<file path="config.mk">
export PLATFORM = sky130hd
export DESIGN_NAME = sc_onehot_arbiter
export DESIGN_NICKNAME = d
export VERILOG_FILES = /design/src/rtl/sc_onehot_arbiter.sv
export SDC_FILE = /design/constraint.sdc
export NUM_CORES = 1
export LEC_CHECK = 0
export ABC_CLOCK_PERIOD_IN_PS = 4300
export BUFFER_PORTS_ARGS = -buffer_cell sky130_fd_sc_hd__buf_2
export CORE_UTILIZATION = 47
export CTS_CLUSTER_SIZE = 25
export DETAILED_ROUTE_END_ITERATION = 16
export MAX_ROUTING_LAYER = met4
export PLACE_DENSITY_LB_ADDON = 0.05
export SYNTH_ARGS = -nofsm -noshare
export SYNTH_HDL_FRONTEND = slang
export SYNTH_SLANG_ARGS = --single-unit
</file>
<file path="constraint.sdc">
create_clock -name SC_CLOCK -period 4.3 [get_ports SC_CLOCK]
set_input_delay 0.43 -clock SC_CLOCK [delete_from_list [all_inputs] [get_ports SC_CLOCK]]
set_output_delay 0.43 -clock SC_CLOCK [all_outputs]
set_load 0.01 [all_outputs]
</file>
<file path="src/rtl/sc_onehot_arbiter.sv">
// Round-robin arbiter feeding a shared one-hot validation register.
// Each grant is checked for exactly one set bit, then acked or nacked.
module sc_onehot_arbiter #(
    parameter int DATAWIDTH = 4,
    parameter int NUM_REQ   = 4
) (
    input  logic                         SC_CLOCK,
    input  logic                         SC_RESET_InHigh,
    input  logic [NUM_REQ-1:0]           req_in,
    input  logic [NUM_REQ*DATAWIDTH-1:0] data_in,
    output logic [NUM_REQ-1:0]           ack_out,
    output logic [NUM_REQ-1:0]           nack_out,
    output logic [DATAWIDTH-1:0]         data_out,
    output logic                         load_out,
    output logic [1:0]                   owner_out,
    output logic                         busy_out,
    output logic [7:0]                   err_count_out
);

    localparam int CW = $clog2(DATAWIDTH + 1);

    typedef enum logic [1:0] {
        IDLE,
        CHECK,
        LOAD,
        REJECT
    } state_t;

    state_t               state;
    logic [1:0]           ptr;
    logic [DATAWIDTH-1:0] hold_reg;

    logic                 grant_vld;
    logic [1:0]           grant_idx;
    logic [1:0]           scan;
    logic [CW-1:0]        pop;
    logic [NUM_REQ-1:0]   owner_oh;

    // First requester at or after ptr, wrapping modulo 4
    always_comb begin
        grant_vld = 1'b0;
        grant_idx = ptr;
        scan      = ptr;
        for (int i = 0; i < NUM_REQ; i++) begin
            scan = ptr + 2'(i);
            if (!grant_vld && req_in[scan]) begin
                grant_vld = 1'b1;
                grant_idx = scan;
            end
        end
    end

    always_comb begin
        pop = '0;
        for (int i = 0; i < DATAWIDTH; i++) begin
            pop = pop + {{(CW-1){1'b0}}, hold_reg[i]};
        end
    end

    assign owner_oh = NUM_REQ'(1) << owner_out;

    always_ff @(posedge SC_CLOCK) begin
        if (SC_RESET_InHigh) begin
            state         <= IDLE;
            ptr           <= '0;
            hold_reg      <= '0;
            data_out      <= '0;
            load_out      <= 1'b0;
            ack_out       <= '0;
            nack_out      <= '0;
            owner_out     <= '0;
            busy_out      <= 1'b0;
            err_count_out <= '0;
        end else begin
            unique case (state)
                IDLE: begin
                    ack_out  <= '0;
                    nack_out <= '0;
                    load_out <= 1'b0;
                    if (grant_vld) begin
                        hold_reg  <= data_in[grant_idx*DATAWIDTH +: DATAWIDTH];
                        owner_out <= grant_idx;
                        busy_out  <= 1'b1;
                        state     <= CHECK;
                    end
                end
                CHECK: begin
                    if (pop == CW'(1)) begin
                        data_out <= hold_reg;
                        load_out <= 1'b1;
                        ack_out  <= owner_oh;
                        state    <= LOAD;
                    end else begin
                        nack_out <= owner_oh;
                        if (err_count_out != 8'hFF) begin
                            err_count_out <= err_count_out + 8'd1;
                        end
                        state <= REJECT;
                    end
                end
                LOAD, REJECT: begin
                    ack_out  <= '0;
                    nack_out <= '0;
                    load_out <= 1'b0;
                    busy_out <= 1'b0;
                    ptr      <= owner_out + 2'd1;
                    state    <= IDLE;
                end
                default: state <= IDLE;
            endcase
        end
    end

endmodule

</file>
==> run summary <==
Vias/cell: 4.99
Mean Syn Cell Area: 9.48 um2
Seq/Total Area, Yosys: 41.5%
Final nets: 239
Total grt overflow: 0
P_leak: 0.823 nW
Gpl congestion: 0.704
Post-synthesis simple-gate area fraction: 19.0%
Antenna cells: 0
Synthesized Nets: 193
Post-Synth XOR/XNOR Area: 3.40%
Die area: 0.00352 mm2
Startpoint Class: register
Worst reg-to-reg setup slack: 1700 ps
Pwr Density: 420 mW/mm2
Final hold vios: 0
Worst r2r dst: data_out[3]
Area leader, netlist: dfxtp_1
CTS tree: built
Max_cap viols: 0
H-tree levels: 2
Yosys reg bits: 32
Count of input and output buffers: 45
DP HPWL: 2210 um
Synth top cells by count: dfxtp_1 (32), nor2_1 (28), mux2i_1 (16), inv_1 (11), a22oi_1 (8)
Worst Path Max Fanout: 12
Count of flip-flops with a built-in enable after synthesis: 0
DR DRC count: 0
CP Depth: 9
Reg clk slew, reported paths: 90 ps
Worst R2R Path Depth: 9
All-Layer GR Usage: 19.7%
Slew HR: 61.0%
WS Path Type: reg -> reg
Largest net degree at the start of global routing: 33
WP data required: 4500 ps
Worst Hold Class: in -> reg
First-pass GRT wire length: 4810 um
Cell Area, Synth: 0.00155 mm2
Ranking of synthesized cells by area: dfxtp_1 (41%), mux2i_1 (10%), nor2_1 (6.8%), ha_1 (5.7%), a22oi_1 (3.9%)
Cts-stage hold buffer count: 0
Slowest Stage Delay on Critical Path: 520 ps
Post-CTS Setup Bufs: 0
Post-synth top area share: 41.5%
Fin crit period: 2600 ps
Logic pwr share: 31.0%
Chip width: 59.3 um
Vias in the first global route: 1110
CP max-delay cell: fa_1
Clock root buffer: clkbuf_4
Row count: 20
Tot Pwr: 0.775 mW
Psw: 0.262 mW
Placed instance count: 246
Max VDD drop: 0.187 mV
Clock share of power: 22.8%
Drt first pass iters: 4
Initial core utilization: 50.2%
Worst slew pin tran: 585 ps
Synth Area in Compound Gates: 13.4%
Core Region: 0.00308 mm2
Post-synthesis mux area share: 10.4%
Routed length per instance: 11.6 um
Tcrit/Tclk final: 60.5%
ANT nets after route: 0
Crit path max-delay family: adder cells
Max Clk Rate: 0.384 GHz
Internal: 0.513 mW
Post-CTS Resized: 0
Setup tns final: 0 ps
Critical path buffers and inverters: 2
CTS Buf Count: 5
Max reg flops: 8
Non-filler cells, final: 254
Main synth FF type: dfxtp_1
CP Launch Point: hold_reg[0]
Endpoints failing setup: 0
Mapped Cells: 163
Setup Skew: 7.99 ps
Top reg by flops: err_count_out
Final max-slew violation count: 0
Async set or reset register ratio after synthesis: 0%
End of the critical path: data_out[3]
Critical R2R Launch: hold_reg[0]
Clock Sink Count: 32
Setup crit end kind: register
Part of the power in registers: 46.2%
I/O Pins: 46
Latest clock arrival within the worst-skew pair: 330 ps
Die Ht: 59.3 um
Clock buffer depth: 2
Critical path data arrival time: 2800 ps
Yosys warns: 0
Critical-path cell list: inv_1 -> fa_1 -> inv_1 -> ha_1 -> ha_1 -> or3b_4 -> nor2_4 -> mux2i_1 -> nor2_1
DR vias: 1267
Layout cells sized above 1: 28.6%
Post-layout util: 60.0%
Distinct cell type count after synthesis: 35
Detailed Route Iter0 Violations: 19
P&R area growth vs syn: 19.4%
RSZ-0062 raised after global routing: false
Switch share: 33.8%
Most common cell in the netlist: dfxtp_1
Largest family of logic cells by synthesized area: simple AND/OR/NAND/NOR gates
Adder-cell share of the synthesized area: 6.96%
Routed WL: 2950 um
Initial antenna violation count: 0
Status: complete, no violations
## worst min path at each step
stage	start	end	slack, ps	cells past startpoint
after global routing	data_in[6]	hold_reg[2]	400	3
after CTS	data_in[6]	hold_reg[2]	400	3
after floorplan	ptr[0]	ptr[0]	480	2
final	data_in[6]	hold_reg[2]	410	3
after global placement	busy_out	busy_out	460	2
after detailed placement	load_out	load_out	460	1
## tightest hold or removal path, cell delays in order
cell      delay, ps
buf_2            70
mux2i_1          70
o221ai_2        120
## layer usage
layer / GRT usage (%) / wire length (um) / vias to the layer above
li1: - / - / 657
met4: 6.12 / 15 / 0
met3: 9.39 / 176 / 2
met1: 23.3 / 1400 / 569
met5: - / 0 / -
met2: 29.4 / 1350 / 39
## area by class of cell
class                           instances  area (um2)
Fill cell                             286        1230
Clock inverter                          2        10.0
Tap cell                               44        55.1
Clock buffer                            6        51.3
Inverter                               11        41.3
Sequential cell                        32         641
Multi-Input combinational cell        114         822
Timing Repair Buffer                   45         225
## kinds of logic after synthesis
| logic type | Yosys count |
|---|---|
| compound gates | 26 |
| xor+xnor | 6 |
| fa+ha+maj | 8 |
| buf+inv | 17 |
| flops | 32 |
| mux | 16 |
| simple gates | 58 |
## per-stage QoR
| step | worst slack, ps | cell area [um2] | hold slack [ps] |
|---|---|---|---|
| global placement | 1780 | 1780 | 461 |
| global route | 1580 | 1850 | 396 |
| finish | 1700 | 1850 | 406 |
| CTS | 1680 | 1850 | 399 |
| detailed placement | 1700 | 1780 | 456 |
| floorplan | 1850 | 1550 | 476 |
## cell usage in the layout, fill, tap and decap left out
| cell | Yosys | final |
|---|---|---|
| buf_2 | 0 | 45 |
| dfxtp_1 | 32 | 32 |
| nor2_1 | 28 | 28 |
| mux2i_1 | 16 | 16 |
| inv_1 | 11 | 11 |
| a22oi_1 | 8 | 8 |
| ha_1 | 7 | 7 |
| nand2b_1 | 6 | 6 |
| nor3_1 | 5 | 5 |
| xnor2_1 | 5 | 5 |
| clkbuf_4 | 0 | 5 |
| nand2_1 | 4 | 4 |
| a21oi_1 | 4 | 4 |
| nand3b_1 | 4 | 4 |
| nand3_1 | 3 | 3 |
| o221ai_1 | 3 | 3 |
| nor2_4 | 2 | 2 |
| nor2b_1 | 2 | 2 |
| o21ai_0 | 2 | 2 |
| clkinv_2 | 0 | 2 |
| nor3b_1 | 1 | 1 |
| or3b_4 | 1 | 1 |
| a21o_1 | 1 | 1 |
| a221oi_2 | 1 | 1 |
| a211o_1 | 1 | 1 |
| nand4_1 | 1 | 1 |
| o211ai_2 | 1 | 1 |
| or3_1 | 1 | 1 |
| xor2_1 | 1 | 1 |
| a211oi_1 | 1 | 1 |
| a31o_1 | 1 | 1 |
| o21ai_2 | 1 | 1 |
| o221ai_2 | 1 | 1 |
| o21a_1 | 1 | 1 |
| fa_1 | 1 | 1 |
| clkbuf_8 | 0 | 1 |
## power by group through the flow
stage               sequential, mW  clock [mW]  combinational [mW]
global placement             0.363           0               0.234
detailed placement           0.365           0               0.240
floorplan                    0.368           0               0.185
CTS                          0.359       0.183               0.242
finish                       0.358       0.176               0.240
global route                 0.363       0.199               0.267
No activity file was read; power rests on OpenSTA's default activity.
